==> config.mk <==
export PLATFORM = sky130hd
export DESIGN_NAME = matvec_stream_frontend
export DESIGN_NICKNAME = d
export VERILOG_FILES = /design/src/rtl/matvec_stream_frontend.sv
export SDC_FILE = /design/constraint.sdc
export NUM_CORES = 1
export LEC_CHECK = 0
export CAP_MARGIN = 20
export CORE_AREA = 2 2 324 326
export CTS_CLUSTER_DIAMETER = 100
export CTS_CLUSTER_SIZE = 14
export DETAILED_ROUTE_END_ITERATION = 12
export DIE_AREA = 0 0 326 328
export PLACE_DENSITY = 0.64
export SYNTH_ARGS = -nofsm -noshare
export SYNTH_HDL_FRONTEND = slang
export SYNTH_SLANG_ARGS = --single-unit
==> constraint.sdc <==
create_clock -name clk -period 6.7 [get_ports clk]
set_input_delay 1.005 -clock clk [delete_from_list [all_inputs] [get_ports clk]]
set_output_delay 1.005 -clock clk [all_outputs]
set_load 0.01 [all_outputs]
==> src/rtl/matvec_stream_frontend.sv <==
// Stream front end for the 4x4 matrix-vector product core: assembles a 20-word
// operand frame, hands it to the core, then serialises the 4-word product.
module matvec_stream_frontend #(
    parameter int WIDTH = 32,
    parameter int N     = 4
) (
    input  logic                   clk,
    input  logic                   rst,
    input  logic [WIDTH-1:0]       s_data,
    input  logic                   s_valid,
    input  logic                   s_last,
    output logic                   s_ready,
    output logic [N*N*WIDTH-1:0]   mat,
    output logic [N*WIDTH-1:0]     vec,
    output logic                   core_i_valid,
    input  logic                   core_i_ready,
    input  logic [N*WIDTH-1:0]     prod,
    input  logic                   core_o_valid,
    output logic                   core_o_ready,
    output logic [WIDTH-1:0]       m_data,
    output logic                   m_valid,
    output logic                   m_last,
    input  logic                   m_ready,
    output logic                   frame_err
);

    // state | meaning
    // LOAD  | accepting frame words into mat/vec
    // ISSUE | presenting operands to the core
    // WAIT  | waiting for the core product
    // SEND  | serialising the product onto the output stream
    // DRAIN | discarding words of an over-long frame up to its s_last
    typedef enum logic [2:0] {LOAD, ISSUE, WAIT, SEND, DRAIN} state_t;

    localparam int FRAME = N * N + N;
    localparam int CW    = $clog2(FRAME);
    localparam int OW    = (N > 1) ? $clog2(N) : 1;
    localparam logic [CW-1:0] LAST_IDX = CW'(FRAME - 1);
    localparam logic [CW-1:0] MAT_END  = CW'(N * N);
    localparam logic [OW-1:0] OIDX_END = OW'(N - 1);

    state_t              state, state_nx;
    logic [CW-1:0]       cnt;
    logic [OW-1:0]       oidx;
    logic [N*WIDTH-1:0]  result;
    logic                s_acc;
    logic                m_acc;

    assign s_acc  = s_valid && s_ready;
    assign m_acc  = m_valid && m_ready;
    assign m_data = result[int'(oidx) * WIDTH +: WIDTH];

    always_ff @(posedge clk) begin
        if (!rst) begin
            state <= LOAD;
        end else begin
            state <= state_nx;
        end
    end

    always_comb begin
        state_nx = state;
        case (state)
            LOAD: begin
                if (s_acc && cnt == LAST_IDX) begin
                    state_nx = s_last ? ISSUE : DRAIN;
                end
            end
            DRAIN: begin
                if (s_acc && s_last) begin
                    state_nx = LOAD;
                end
            end
            ISSUE: begin
                if (core_i_ready) begin
                    state_nx = WAIT;
                end
            end
            WAIT: begin
                if (core_o_valid) begin
                    state_nx = SEND;
                end
            end
            SEND: begin
                if (m_acc && oidx == OIDX_END) begin
                    state_nx = LOAD;
                end
            end
            default: state_nx = LOAD;
        endcase
    end

    always_comb begin
        s_ready      = 1'b0;
        core_i_valid = 1'b0;
        core_o_ready = 1'b0;
        m_valid      = 1'b0;
        m_last       = 1'b0;
        case (state)
            LOAD:    s_ready      = 1'b1;
            DRAIN:   s_ready      = 1'b1;
            ISSUE:   core_i_valid = 1'b1;
            WAIT:    core_o_ready = 1'b1;
            SEND: begin
                m_valid = 1'b1;
                m_last  = (oidx == OIDX_END);
            end
            default: s_ready = 1'b0;
        endcase
    end

    always_ff @(posedge clk) begin
        if (!rst) begin
            cnt       <= '0;
            oidx      <= '0;
            mat       <= '0;
            vec       <= '0;
            result    <= '0;
            frame_err <= 1'b0;
        end else begin
            frame_err <= 1'b0;
            if (state == LOAD && s_acc) begin
                if (cnt < MAT_END) begin
                    mat[int'(cnt) * WIDTH +: WIDTH] <= s_data;
                end else begin
                    vec[(int'(cnt) - N * N) * WIDTH +: WIDTH] <= s_data;
                end
                // A frame ends either at word 19 or at an early s_last; only
                // the exact match is a good frame.
                if (cnt == LAST_IDX || s_last) begin
                    cnt       <= '0;
                    frame_err <= !(cnt == LAST_IDX && s_last);
                end else begin
                    cnt <= cnt + 1'b1;
                end
            end
            if (state == WAIT && core_o_valid) begin
                result <= prod;
            end
            if (state == SEND && m_acc) begin
                oidx <= (oidx == OIDX_END) ? '0 : oidx + 1'b1;
            end
        end
    end

endmodule

[After elaboration in Yosys (flattened, before gate mapping)]
Cells that the tools add are included.
Word-level totals
  word-level logic and storage cells: 63
  bits in registers: 779
Cells by class
  shift operators: 5
  reductions and logical operators: 17
  mux-type cells: 16
  add/sub/neg operators: 5
  magnitude comparators: 1
  equal/unequal tests: 11
  bitwise logic cells: 1
Operator list (number)
  512-bit bitwise mux: 1
  32-bit by 33-bit variable shift with 512-bit output, first input constant: 1
  32-bit by 33-bit variable part select with 512-bit output: 1
  128-bit bitwise mux: 1
  32-bit by 33-bit variable shift with 128-bit output, first input constant: 1
  128-bit by 8-bit variable part select with 32-bit output: 1
  32-bit by 33-bit variable part select with 128-bit output: 1
  10-bit negator with 33-bit output: 1
  11-bit negator with 33-bit output: 1
  3-bit 2-to-1 mux: 6
  3-bit one-hot mux with 5 select lines: 1
  2-bit != test, second input constant: 5
  1-bit logical AND: 9
  3-bit by 2-bit equality test with 1-bit output, second input constant: 2
  5-bit by 5-bit subtractor with 6-bit output, second input constant: 1
  5-bit by 1-bit adder with 5-bit output, second input constant: 1
  5-bit equality test, second input constant: 1
  5-bit less-than comparator, second input constant: 1
  1-bit 2-to-1 mux: 5
  5-bit 2-to-1 mux: 1
  5-bit AND reduction: 1
  2-bit AND reduction: 2
  3-bit by 1-bit equality test with 1-bit output, second input constant: 1
  3-bit equality test, second input constant: 1
  9 further kinds: 9

[Depth between registers and ports, before layout]
Gate-level depths: netlist of run 1.
  word-level depth: 7
  gate-level depth with buffers: 17

[Worst setup path after synthesis of run 1]
No wires, ideal clock.
  kind: reg-to-reg
  start: reg cnt[0]
  end: reg mat[258]
  required time: 6.628 ns
  arrival: 3.578 ns
  slack: 3.051 ns
  clock period less this slack: 3.649 ns
  stages on the path, launching flop included: 16
  buffers on the path: 7
  path through: dfxtp_1 > buf_6 > clkbuf_1 > clkbuf_1 > inv_1 > ha_1 > buf_2 > nand2_1 > inv_1 > ha_1 > clkbuf_1 > or4_4 > buf_6 > a2111oi_4 > buf_6 > mux2i_1
Between the ends
  cells in the longest elaborated chain, start to end: 3
  elaborated cells between the ends (all ways): 6
  classes of those cells: 1 x add/sub; 1 x order compare; 2 x shift; 1 x mux; 1 x reduce/logical
RTL lines
  start, declared: RTL line 43  | logic [CW-1:0] cnt;
  start signal, assigned: RTL line 134  | cnt <= cnt + 1'b1;
  10-bit negator with 33-bit output: RTL line 124  | mat[int'(cnt) * WIDTH +: WIDTH] <= s_data;
  32-bit by 33-bit variable part select with 512-bit output or 32-bit by 33-bit variable shift with 512-bit output (tied branches): RTL line 124
  512-bit bitwise mux: RTL line 124
  end signal, assigned by index: RTL line 124
  end, declared: RTL line 13  | output logic [N*N*WIDTH-1:0] mat,
Several ways; a longest one is shown, not always the timed one.
A chain may end at the register's enable or synchronous reset.

[Final worst setup path of run 1]
  start: reg cnt[0]
  end: reg mat[445]
Same word-level chain as after synthesis.

==> impl_results.md, run 1 <==
- Status: complete, no violations
- Peak Freq: 0.2385 GHz
- Post-synth net total: 3261
- Nets: 3982
- Post-CTS setup buffer count: 0
- Layout area overhead: 38.07%
- RD Place Congestion: 0.8505
- Via density: 4.777
- CTS buffer count: 68
- EDFF count, synth: 0
- Power share of the clock group: 42.2%
- Cell variety after synth: 61
- Share of cells above drive strength 1: 5.446%
- Crit path buffers/inverters: 2
- Vias: 24.88k
- Max FO, Critical Path: 32
- Die H: 328 um
- CP required: 7.24 ns
- PD cells: 211.0 nW/um^2
- Placed cell areas: 39820 um^2
- Hold Slack: 0.4549 ns
- Slew Viols, Final: 0
- Post-synthesis sequential area ratio: 51.60%
- Lkg Pwr: 14.38 nW
- Gate power share: 5.0%
- Cell area after synthesis: 30220 um^2
- Max_slew headroom: 29.07%
- Io pins: 845
- WL per Instance: 22.81 um
- Worst slew pin tran: 1.063 ns
- Die area: 106900 um^2
- Area share of the largest cell type after synthesis: 51.60%
- H-tree Lvls: 3
- Cell taking the most area after synthesis: dfxtp_1
- P_sw: 2.137 mW
- Setup violations, final: 0
- Cell count after synthesis: 3085
- Setup repair after global routing missed its margin: false
- Worst min-delay path class: reg -> reg
- Iteration count of the initial detailed-routing pass: 5
- ANT nets after route: 0
- CTS tree: yes
- Pin count of the biggest net entering global routing: 141
- Max stage delay on crit path: 1.14 ns
- Vias in the first global route: 24.24k
- Gr usage total: 21.32%
- Top delay family on crit path: simple AND/OR/NAND/NOR gates
- Clock Sink Count: 779
- Hold-fix buffers, CTS: 0
- Critical path arrival: 4.73 ns
- Min Clock Period, post-route: 4.193 ns
- Clk slew on worst S/H paths: 0.07 ns
- Final Hold Vio Count: 0
- Main synth FF type: dfxtp_1
- Detailed placer's ending HPWL: 83.00 mm
- DIE WIDTH: 326 um
- Asr flop ratio synth: 0%
- Final Cell Area: 41730 um^2
- Top post-synthesis cells by area: dfxtp_1 (52%), mux2i_1 (19%), nand2_1 (12%)
- Critical path class: reg -> reg
- Yosys warns: 0
- Slowest CP cell: or3_2
- CP Cell Sequence: inv_1 > ha_1 > nand2_1 > inv_1 > ha_1 > and4bb_2 > nand4_1 > or3_2 > o31ai_1
- Mapped Avg Cell Area: 9.797 um^2
- Seq cells post-synth: 779
- I/O Buffers: 844
- Tcrit/Tclk final: 62.58%
- Latest clock arrival within the worst-skew pair: 0.65 ns
- First-pass GRT wire length: 170.3 mm
- Share of power burned in registers: 52.9%
- Setup_tns: 0 ns
- Residual DRC: 0
- Max VDD drop: 185.4 uV
- Initial antenna violation count: 13
- Core ar.: 103200 um^2
- Gr ovfl total: 0
- DRT Wirelength: 118.8 mm
- Root buf cell: clkbuf_16
- Worst Skew: 0.03406 ns
- Startpoint Class: flip-flop
- Rows: 118
- Switching fraction of total power: 24.27%
- Initial Utilization: 29.29%
- Setup crit end kind: flip-flop
- Post-CTS resize count: 0
- DR iter-0 viols: 1664
- Power Internal: 6.667 mW
- Worst-case clock buffer depth: 3
- Max-cap viol count: 0
Yosys cell counts (3+ instances only):
library cell,count
a21boi_0,131
a21oi_1,4
a22o_1,32
and2_1,3
and4_1,3
buf_1,6
buf_2,41
buf_4,24
buf_6,9
clkbuf_1,164
dfxtp_1,779
ha_1,9
inv_1,31
mux2i_1,578
mux4_2,32
nand2_1,954
nand3_1,121
nand4_1,31
nor2_1,14
nor2b_1,3
nor3_1,3
nor3_2,4
nor3b_1,4
nor4_1,4
nor4_2,3
nor4_4,4
o21ai_0,24
o311ai_0,7
o31ai_1,7
or3_1,9
tightest hold or removal path, cell delays in order, from the launching register on:
cell	delay, ns
dfxtp_1	0.31
nand2_1	0.05
mux2i_1	0.05
cell families (layout without fill, tap and decap cells):
logic type,count (synthesis),after routing,share of synthesized area [%]
compound gates,222,222,5.605
xor+xnor,6,6,0.2236
fa+ha+maj,9,9,0.3726
buf+inv,275,1009,4.107
flops,779,779,51.60
mux,610,610,21.53
other cells,0,9,0
simple gates,1184,1184,16.56
cell type report:
cell class / count / area, um^2
multi-input combinational: 2031 / 13530
antenna: 9 / 22.52
clock inverter: 13 / 162.7
timing repair buffer: 895 / 8848
clock buffer: 70 / 1719
sequential: 779 / 15600
fill: 10084 / 61470
inverter: 31 / 116.4
tap: 1380 / 1727
worst paths after layout:
kind | start | end | slack (ns) | cells after the start
hold reg to reg | mat[45]$_SDFFE_PN0P_ | mat[45]$_SDFFE_PN0P_ | 0.45 | 2
setup reg to reg | cnt[0]$_SDFFE_PN0P_ | mat[445]$_SDFFE_PN0P_ | 2.51 | 9
setup / recovery | cnt[0]$_SDFFE_PN0P_ | mat[445]$_SDFFE_PN0P_ | 2.51 | 9
hold / removal | mat[45]$_SDFFE_PN0P_ | mat[45]$_SDFFE_PN0P_ | 0.45 | 2
metal layers:
metal  vias up  part of all wire, %  GRT usage, %  wire length, um
met4         0                  3.2         7.123             3838
li1      11794                    -             -                -
met5         -                    0             0                0
met3       167                  7.0         5.936             8325
met1     12098                   44         27.46            51800
met2       818                   46         34.32            54850
cells in the final DEF, fill, tap and decap left out, drive strengths merged, types with 3 or more instances in the layout:
cell / n
o31ai: 7
a22o: 32
clkinv: 3
nor2b: 3
mux4: 32
ha: 9
nand3: 121
nand2b: 3
mux2i: 578
and4: 3
clkbuf: 70
o311ai: 7
a21oi: 5
clkdlybuf4s50: 843
buf: 52
o21ai: 26
nor2: 14
nand2: 954
xnor2: 3
nor3b: 4
dfxtp: 779
nor3: 7
nor4: 11
xor2: 3
diode: 9
inv: 39
a21boi: 133
nand4: 31
and2: 4
or3: 9
nor4b: 3
power groups by stage:
stage / registers (mW) / clock network (mW) / logic [mW]
5_1_grt: 4.65 / 3.98 / 0.463
2_1_floorplan: 4.76 / 0 / 0.170
3_5_place_dp: 4.76 / 0 / 0.438
3_3_place_gp: 4.76 / 0 / 0.439
4_1_cts: 4.65 / 3.83 / 0.439
6_report: 4.65 / 3.71 / 0.436
flip-flops by register name, indices dropped and copies added, names as in the netlist:
signal and cells:
frame_err 1, state 3, result 128, oidx 2, cnt 5, mat 512, vec 128
through the flow:
step                      worst slack (ns)  total power, mW  utilization [%]  cells
after global routing                 2.231            9.096            40.43   5206
after floorplan                      3.051            4.931                -   3085
after detailed placement             2.387            5.197            38.59   5116
final                                2.507            8.804            40.43   5208
after global placement               2.385            5.198            38.59   5116
after CTS                            2.510            8.920            40.41   5199
Power figures use the tool's default switching activity.
==> run 2, diff against run 1 <==
--- a/config.mk
+++ b/config.mk
@@ -6,12 +6,12 @@
 export NUM_CORES = 1
 export LEC_CHECK = 0
 export CAP_MARGIN = 20
-export CORE_AREA = 2 2 324 326
+export CORE_AREA = 2 2 330 332
 export CTS_CLUSTER_DIAMETER = 100
 export CTS_CLUSTER_SIZE = 14
 export DETAILED_ROUTE_END_ITERATION = 12
-export DIE_AREA = 0 0 326 328
-export PLACE_DENSITY = 0.64
+export DIE_AREA = 0 0 332 334
+export PLACE_DENSITY = 0.65
 export SYNTH_ARGS = -nofsm -noshare
 export SYNTH_HDL_FRONTEND = slang
 export SYNTH_SLANG_ARGS = --single-unit
==> constraint.sdc (replaced) <==
create_clock -name clk -period 3.5 [get_ports clk]
set_input_delay 0.525 -clock clk [delete_from_list [all_inputs] [get_ports clk]]
set_output_delay 0.525 -clock clk [all_outputs]
set_load 0.01 [all_outputs]
==> run 2 against run 1 <==
Global-route usage decreased by 0.39 points. Clock skew rose by 0.00094 ns. Clock power is 94% higher. Worst hold slack worse by 0.14 ns. Die area is 3.7% higher. Via count up 1.2%. Cell area grew 1.6%. Sequential cell count did not move. Largest power group unchanged. Critical path depth rose by 1. First-iteration DRC count up 1.6%. Sequential power up 91%. Power grew 93%.
==> impl_results.md, run 2 (synthesis results as in run 1) <==
- Layout area overhead: 40.32% (was 38.07%)
- RD Place Congestion: 0.8635 (was 0.8505)
- Setup_tns: 0 ns (unchanged)
- Root buf cell: clkbuf_16 (unchanged)
- Worst min-delay path class: in -> reg (was reg -> reg)
- Setup violations, final: 0 (unchanged)
- Initial Utilization: 28.04% (was 29.29%)
- Iteration count of the initial detailed-routing pass: 5 (unchanged)
- Final Cell Area: 42410 um^2 (was 41730 um^2)
- Gr ovfl total: 0 (unchanged)
- DR iter-0 viols: 1690 (was 1664)
- Commonest non-fill, non-tap cells in the layout: nand2_1 (953), clkdlybuf4s50_1 (843), dfxtp_1 (777) (was nand2_1 (953), clkdlybuf4s50_1 (843), dfxtp_1 (776))
- Max FO, Critical Path: 32 (unchanged)
- Max reg flops: 512 (unchanged)
- H-tree Lvls: 3 (unchanged)
- Hold Slack: 0.3132 ns (was 0.4549 ns)
- Detailed placer's ending HPWL: 86.76 mm (was 83.00 mm)
- Die area: 110900 um^2 (was 106900 um^2)
- WL per Instance: 22.87 um (was 22.81 um)
- Lkg Pwr: 14.68 nW (was 14.38 nW)
- Post-CTS resize count: 0 (unchanged)
- Status: complete, no violations (unchanged)
- Placed cell areas: 40460 um^2 (was 39820 um^2)
- Via density: 4.760 (was 4.777)
- Max VDD drop: 288.4 uV (was 185.4 uV)
- Min Clock Period, post-route: 3.282 ns (was 4.193 ns)
- CP required: 3.97 ns (was 7.24 ns)
- Io pins: 845 (unchanged)
- Setup crit end kind: flip-flop (unchanged)
- Met1 wire length: 53.31 mm (was 51.80 mm)
- Startpoint Class: flip-flop (unchanged)
- Worst slew pin tran: 0.9429 ns (was 1.063 ns)
- Core ar.: 107800 um^2 (was 103200 um^2)
- Clk slew on worst S/H paths: 0.07 ns (about the same)
- Peak Freq: 0.3047 GHz (was 0.2385 GHz)
- Highest routed layer: met4 (unchanged)
- Vias: 25.16k (was 24.88k)
- Latest clock arrival within the worst-skew pair: 0.64 ns (was 0.65 ns)
- Final Hold Vio Count: 0 (unchanged)
- DR WL met3: 8.260 mm (was 8.325 mm)
- Rows: 121 (was 118)
- Met2 wire length: 55.66 mm (was 54.85 mm)
- Reg with most FFs: mat (unchanged)
- Regs by FF count: mat (512), result (128), vec (128) (unchanged)
- Hold-fix buffers, CTS: 0 (unchanged)
- Layout Utilization: 39.34% (was 40.43%)
- Worst-case clock buffer depth: 3 (unchanged)
- Clock Sink Count: 779 (unchanged)
- Critical path arrival: 3.75 ns (was 4.73 ns)
- Critical path class: reg -> reg (unchanged)
- Worst Skew: 0.03500 ns (was 0.03406 ns)
- DRT Wirelength: 120.9 mm (was 118.8 mm)
- Share of cells above drive strength 1: 6.496% (was 5.446%)
- Tcrit/Tclk final: 93.76% (was 62.58%)
- Pin count of the biggest net entering global routing: 212 (was 141)
- Total power: 16.97 mW (was 8.804 mW)
- Gr usage total: 20.93% (was 21.32%)
- First-pass GRT wire length: 172.9 mm (was 170.3 mm)
- Vias in the first global route: 24.53k (was 24.24k)
- Setup repair after global routing missed its margin: false (unchanged)
- Initial antenna violation count: 8 (was 13)
- Residual DRC: 0 (unchanged)
- Max-cap viol count: 0 (unchanged)
- Max_slew headroom: 37.14% (was 29.07%)
- ANT nets after route: 0 (unchanged)
- Die H: 334 um (was 328 um)
- I/O Buffers: 844 (unchanged)
- CTS tree: yes (unchanged)
- DIE WIDTH: 332 um (was 326 um)
- PD cells: 400.1 nW/um^2 (was 211.0 nW/um^2)
- Post-CTS setup buffer count: 0 (unchanged)
- Slew Viols, Final: 0 (unchanged)
- Nets: 4026 (was 3982)
- CTS buffer count: 68 (unchanged)
- Commonest non-fill, non-tap cell in the layout: nand2_1 (unchanged)
[run 2: cell count changes in the layout (fill, tap and decap cells not counted), sizes merged]
cell / change
buf: +44
inv: -6
clkbuf: +4
clkinv: +3
bufinv: +1
clkinvlp: -1
diode: -1
[run 2: final cells by class]
class                           count  area [um^2]
Timing Repair Buffer              939         9442
Tap cell                         1414         1769
Antenna cell                        8        20.02
Clock buffer                       74         1787
Fill cell                       10632        65390
Sequential cell                   779        15600
Multi-Input combinational cell   2031        13530
Inverter                           31        116.4
Clock inverter                     10        140.1
[run 2: power by group]
part / switching, mW / internal [mW] / total, mW
clock network: 3.48 / 3.72 / 7.20
logic: 0.537 / 0.332 / 0.869
registers: 0.0196 / 8.88 / 8.90
total: 4.03 / 12.9 / 17.0
[run 2: per-layer routing]
| metal | vias up | GRT usage, % |
|---|---|---|
| met5 | - | 0 |
| met1 | 12288 | 27.04 |
| li1 | 11903 | - |
| met4 | 0 | 7.128 |
| met2 | 809 | 33.84 |
| met3 | 164 | 5.393 |
[run 2: path summary, 6_finish.rpt]
kind,from,end,slack (ns),depth (start not counted)
worst max register to register,cnt[0]$_SDFFE_PN0P_,mat[359]$_SDFFE_PN0P_,0.22,10
worst min-delay path,rst,mat[376]$_SDFFE_PN0P_,0.31,3
worst min register to register,mat[106]$_SDFFE_PN0P_,mat[106]$_SDFFE_PN0P_,0.46,2
worst max-delay path,cnt[0]$_SDFFE_PN0P_,mat[359]$_SDFFE_PN0P_,0.22,10
[run 2: stage by stage]
stage,instances,worst slack [ns]
2_1_floorplan,3085,0.03503
3_3_place_gp,5194,0.3585
3_5_place_dp,5194,0.3445
4_1_cts,5278,0.02678
5_1_grt,5283,0.1149
6_report,5286,0.2184
[run 2: critical path: stages, from the launching register on]
cell	delay (ns)
dfxtp_4	0.52
inv_1	0.10
ha_1	0.23
nand2_1	0.10
inv_1	0.07
ha_1	0.29
and4bb_2	0.29
nand4_1	0.33
or3_2	0.59
buf_4	0.33
mux2i_1	0.20
